==> src/rtl/mod_fetch_unit.sv <==
// Fetch stage: PC register, credit-limited imem requests, in-order tag queue,
// and a 2-entry {pc, instr} buffer toward decode with redirect flush.
module mod_fetch_unit #(
  parameter logic [31:0] RESET_VECTOR = 32'h0000_0000
) (
  input  logic        clk,
  input  logic        rst,
  input  logic        branch_taken,
  input  logic [31:0] branch_address,
  output logic [31:0] pc_plus_4,
  output logic        imem_req_valid,
  input  logic        imem_req_ready,
  output logic [31:0] imem_req_addr,
  input  logic        imem_rsp_valid,
  input  logic [31:0] imem_rsp_data,
  output logic        if_valid,
  input  logic        if_ready,
  output logic [31:0] if_pc,
  output logic [31:0] if_instr,
  output logic        misaligned
);

  logic [31:0] pc;
  logic [1:0]  outstanding;
  logic [1:0]  drop_count;
  logic [1:0]  buf_count;
  logic [31:0] tag_q [2];
  logic        tag_wr;
  logic        tag_rd;
  logic [31:0] buf_pc [2];
  logic [31:0] buf_instr [2];
  logic        buf_hd;
  logic        buf_tl;
  logic        credit_ok;
  logic        req_fire;
  logic        rsp_keep;
  logic        pop;

  assign pc_plus_4     = pc + 32'd4;
  assign imem_req_addr = pc;
  assign credit_ok     = ({1'b0, outstanding} + {1'b0, buf_count}) < 3'd2;
  assign imem_req_valid = !rst && !branch_taken && credit_ok;
  assign req_fire      = imem_req_valid && imem_req_ready;
  // A response landing in the redirect cycle belongs to the old stream.
  assign rsp_keep      = imem_rsp_valid && !branch_taken && (drop_count == 2'd0);
  assign if_valid      = buf_count != 2'd0;
  assign pop           = if_valid && if_ready && !branch_taken;
  assign if_pc         = buf_pc[buf_hd];
  assign if_instr      = buf_instr[buf_hd];

  always_ff @(posedge clk) begin
    if (rst) begin
      pc <= RESET_VECTOR;
    end else if (branch_taken) begin
      pc <= {branch_address[31:2], 2'b00};
    end else if (req_fire) begin
      pc <= pc_plus_4;
    end
  end

  always_ff @(posedge clk) begin
    if (rst) begin
      outstanding <= 2'd0;
      drop_count  <= 2'd0;
    end else begin
      outstanding <= outstanding + 2'(req_fire) - 2'(imem_rsp_valid);
      if (branch_taken) begin
        drop_count <= outstanding - 2'(imem_rsp_valid);
      end else if (imem_rsp_valid && drop_count != 2'd0) begin
        drop_count <= drop_count - 2'd1;
      end
    end
  end

  always_ff @(posedge clk) begin
    if (rst) begin
      tag_wr <= 1'b0;
      tag_rd <= 1'b0;
      for (int i = 0; i < 2; i++) tag_q[i] <= '0;
    end else begin
      if (req_fire) begin
        tag_q[tag_wr] <= pc;
        tag_wr        <= ~tag_wr;
      end
      if (imem_rsp_valid) tag_rd <= ~tag_rd;
    end
  end

  always_ff @(posedge clk) begin
    if (rst) begin
      buf_count <= 2'd0;
      buf_hd    <= 1'b0;
      buf_tl    <= 1'b0;
      for (int i = 0; i < 2; i++) begin
        buf_pc[i]    <= '0;
        buf_instr[i] <= '0;
      end
    end else if (branch_taken) begin
      buf_count <= 2'd0;
      buf_hd    <= 1'b0;
      buf_tl    <= 1'b0;
    end else begin
      if (rsp_keep) begin
        buf_pc[buf_tl]    <= tag_q[tag_rd];
        buf_instr[buf_tl] <= imem_rsp_data;
        buf_tl            <= ~buf_tl;
      end
      if (pop) buf_hd <= ~buf_hd;
      buf_count <= buf_count + 2'(rsp_keep) - 2'(pop);
    end
  end

  always_ff @(posedge clk) begin
    if (rst) misaligned <= 1'b0;
    else     misaligned <= branch_taken && (|branch_address[1:0]);
  end

endmodule

==> config.mk <==
export PLATFORM = sky130hd
export DESIGN_NAME = mod_fetch_unit
export DESIGN_NICKNAME = d
export VERILOG_FILES = /design/src/rtl/mod_fetch_unit.sv
export SDC_FILE = /design/constraint.sdc
export NUM_CORES = 1
export LEC_CHECK = 0
export ABC_CLOCK_PERIOD_IN_PS = 5500
export CORE_UTILIZATION = 30
export CTS_BUF_LIST = sky130_fd_sc_hd__clkbuf_8
export DETAILED_ROUTE_END_ITERATION = 7
export PLACE_DENSITY = 0.53
export SLEW_MARGIN = 20
export SYNTH_ARGS = -nofsm -noshare
export SYNTH_HDL_FRONTEND = slang
export SYNTH_SLANG_ARGS = --single-unit
==> constraint.sdc <==
create_clock -name clk -period 5.5 [get_ports clk]
set_input_delay 0.825 -clock clk [delete_from_list [all_inputs] [get_ports clk]]
set_output_delay 0.825 -clock clk [all_outputs]
set_load 0.02 [all_outputs]
==> out/summary.txt <==
================================================================================
Fraction of layout cells with a size suffix above 1                        14.0%
Total count of hold-check failures in the final report                         0
Synth Cell Area                                                      0.0108 mm^2
Total of cells resized after clock tree synthesis                              0
Buffers from clock root to sink, at most                                       3
Biggest area contributors in the synthesized netlist                sky130_fd_sc_hd__edfxtp_1, sky130_fd_sc_hd__dfxtp_1, sky130_fd_sc_hd__mux2_2, sky130_fd_sc_hd__and2_1, sky130_fd_sc_hd__nor2_1
Status                                                                 completed
Number of H-tree levels                                                        2
Detail Route Antenna Nets                                                      0
Clock tree from TritonCTS                                                   done
Crit. End Element                                                     output pin
Switching power total                                                  0.00109 W
Proportion of power drawn by the clock network                             35.9%
Non-Filler Instances                                                       1,566
Relative slew slack                                                        37.4%
P per Cell Area                                                      296 mW/mm^2
Routed via count divided by cell count                                      4.69
First-pass detailed-route iteration total                                      5
CTS root buf                                                        sky130_fd_sc_hd__clkbuf_8
Depth of the most critical reg-to-reg path                                     9
# nets final                                                               1,152
Endpoint required time on the critical path                              4.68 ns
Worst-Skew Late Latency                                                  0.54 ns
Initial standard-cell utilization of the core                              30.4%
Launch point of the worst path                                      imem_req_addr[18]$_SDFFE_PP0P_
CTS clk-pin slew, worst paths                                            0.06 ns
Standby leakage power                                                    5.09 nW
Detailed-placement wirelength estimate                                   18.3 mm
Placed cell count                                                          1,492
Area growth from synthesis to layout                                       28.2%
Worst Setup Slack post-DPL                                               1.62 ns
DRC                                                                            0
Total clock buffers created by CTS                                            41
Most common flop cell mapped by yosys                               sky130_fd_sc_hd__edfxtp_1
N_diodes                                                                       0
Register-to-Register Setup Slack                                         2.10 ns
Total Wirelength                                                         27.6 mm
Relative contribution of combinational cells to total power                14.2%
Hold-fix buffers at CTS                                                        0
Class of the tightest hold or removal check                         flop to flop
Net Sw Frac                                                                26.7%
Sequential share of the synthesized area                                   59.0%
Critical setup path kind                                            flop to output pin
Largest driver fanout on the critical path                                     9
Buffers inserted during post-CTS setup optimization                            0
Starting DRT DRC Count                                                       374
Post-route clock period utilization                                        75.0%
Number of I/O port buffers                                                   194
Post-Syn Instances                                                           895
Number of clock sinks                                                        227
Peak VDD IR                                                             0.168 mV
Post-Syn Area per Cell                                                 12.1 um^2
Post-synth EDFFs                                                             184
Number of antenna violations at the first check in global routing              0
Global-route wire length before repair                                   42.1 mm
Total vias in the final route                                              7,342
Area share of the largest cell type after synthesis                        51.0%
Max-capacitance violation count                                                0
Number of endpoints failing setup at the final stage                           0
RSZ-0062 raised after global routing                                          no
# rows                                                                        69
Distinct cell type count after synthesis                                      65
Placed Instance Area                                                 0.0131 mm^2
Pin count of the biggest net entering global routing                          63
FFs w/ async S/R, synth                                                       0%
Avg WL per Cell                                                          17.6 um
Number of global-route vias before repair                                  7,451
Reg2Reg Launch Point                                                buf_count[0]$_SDFF_PP0_
Minimum period implied by the final worst setup slack                    4.12 ns
Destination of the worst register-to-register timing path           tag_q[0][5]$_SDFFCE_PN0P_
Internal power                                                         0.00301 W
Max Clock Freq                                                         0.242 GHz
Count of pins over their slew limit                                            0
Total core area                                                      0.0356 mm^2
Final worst slack                                                        1.38 ns
Number of ports placed on the die boundary                                   201
Sequential Power Share                                                     49.9%
Dominant cell type by area after synthesis                          sky130_fd_sc_hd__edfxtp_1
Worst clock skew                                                       0.0234 ns
Post-layout instance area                                            0.0139 mm^2
Data arrival time of the critical path                                   3.30 ns
Capture point of the worst path                                     pc_plus_4[26]
Final Total Pwr                                                        0.00410 W
Layout fillers                                                             3,512
Fin Setup TNS                                                               0 ns
Category of the worst setup path launch point                               flop
Yosys warns                                                                    0
Register bit count reported by yosys                                         227
Die footprint                                                        0.0368 mm^2
GPL Wtd Cong                                                               0.764
Vertical extent of the die                                                192 um
Global route total overflow                                                    0
Chip Width                                                                192 um
Aggregate global-route resource usage                                      14.8%
Actual slew at the worst max-slew pin                                   0.939 ns
================================================================================
## worst min-delay path by stage
stage | end | slack, ns | cells past startpoint | startpoint
after CTS | buf_hd$_SDFFE_PP0P_ | 0.53 | 2 | buf_hd$_SDFFE_PP0P_
final | buf_hd$_SDFFE_PP0P_ | 0.52 | 2 | buf_hd$_SDFFE_PP0P_
after global placement | buf_hd$_SDFFE_PP0P_ | 0.50 | 2 | buf_hd$_SDFFE_PP0P_
after detailed placement | buf_hd$_SDFFE_PP0P_ | 0.51 | 2 | buf_hd$_SDFFE_PP0P_
after floorplan | flop | 0.47 | 2 | buf_hd$_SDFFE_PP0P_
after global routing | buf_hd$_SDFFE_PP0P_ | 0.55 | 2 | buf_hd$_SDFFE_PP0P_
## layer usage
layer | vias up | part of all wire (%) | global-route usage (%)
met5 | - | 0 | 0
met4 | 0 | 1.8 | 4.27
met2 | 263 | 43 | 22.5
met3 | 46 | 7.3 | 3.44
met1 | 3448 | 48 | 20.8
li1 | 3585 | - | -
## metrics by stage
step	hold WS, ns	utilization, %
2_1_floorplan	0.472	-
3_3_place_gp	0.496	36.9
3_5_place_dp	0.515	36.9
4_1_cts	0.528	39.0
5_1_grt	0.551	39.0
6_report	0.522	39.0
## worst max-delay path: stages, from the launching register on
cell	delay [ns]
sky130_fd_sc_hd__dfxtp_1	0.59
sky130_fd_sc_hd__nand3_4	0.15
sky130_fd_sc_hd__or4_1	0.69
sky130_fd_sc_hd__or3_2	0.54
sky130_fd_sc_hd__xnor2_1	0.16
sky130_fd_sc_hd__clkdlybuf4s50_1	0.63
## cell usage after synthesis, types with 10 or more instances
cell type                  count
sky130_fd_sc_hd__dfxtp_1      43
sky130_fd_sc_hd__nor3_1       20
sky130_fd_sc_hd__mux2_2       62
sky130_fd_sc_hd__xor2_1       14
sky130_fd_sc_hd__buf_4        11
sky130_fd_sc_hd__mux2i_1      30
sky130_fd_sc_hd__and3_1       34
sky130_fd_sc_hd__inv_1        17
sky130_fd_sc_hd__nor4_1       12
sky130_fd_sc_hd__clkbuf_1     56
sky130_fd_sc_hd__a211oi_1     10
sky130_fd_sc_hd__and2_1       95
sky130_fd_sc_hd__xnor2_1      31
sky130_fd_sc_hd__nand2_1      25
sky130_fd_sc_hd__edfxtp_1    184
sky130_fd_sc_hd__nand3_1      23
sky130_fd_sc_hd__nor2_1      100
## cells by family (layout without fill, tap and decap cells)
logic type,after synthesis,count (layout),synth area share (%)
mux,92,92,9.22
xor+xnor,45,45,3.64
buf+inv,99,304,4.40
compound gates,65,65,4.63
fa+ha+maj,8,8,0.994
simple gates,358,358,18.1
flops,227,227,59.0
other cells,1,6,0.0346
## area by class of cell
cell class | instances | area, um^2 | area share [%]
clock buffer | 43 | 592 | 4.27
clock inverter | 31 | 161 | 1.16
inverter | 18 | 67.6 | 0.487
multi-input combinational | 574 | 4010 | 28.9
sequential | 227 | 6390 | 46.1
tap | 461 | 577 | 4.16
timing repair buffer | 212 | 2080 | 15.0
## flip-flops by register name (all words and copies together) (netlist names), named ones only
register,count
drop_count,2
tag_q,60
tag_rd,1
buf_count,2
imem_req_addr,30
misaligned,1
buf_hd,1
buf_tl,1
buf_pc,60
outstanding,2
buf_instr,64
tag_wr,1
## cell usage in the layout (no fill, tap or decap), types with 31 or more instances in the layout
master,n
sky130_fd_sc_hd__clkdlybuf4s50_1,194
sky130_fd_sc_hd__edfxtp_1,184
sky130_fd_sc_hd__nor2_1,99
sky130_fd_sc_hd__and2_1,95
sky130_fd_sc_hd__mux2_2,62
sky130_fd_sc_hd__clkbuf_8,43
sky130_fd_sc_hd__dfxtp_1,40
sky130_fd_sc_hd__and3_1,34
sky130_fd_sc_hd__inv_1,31
sky130_fd_sc_hd__xnor2_1,31
## power groups by stage
stage	Combinational (W)	Clock (W)	Sequential [W]
after floorplan	0.000339	0	0.00205
after global placement	0.000588	0	0.00208
after detailed placement	0.000586	0	0.00208
after CTS	0.000591	0.00153	0.00205
after global routing	0.000626	0.00160	0.00206
final	0.000581	0.00147	0.00205
Note: power is estimated with default switching activity, not from simulation.
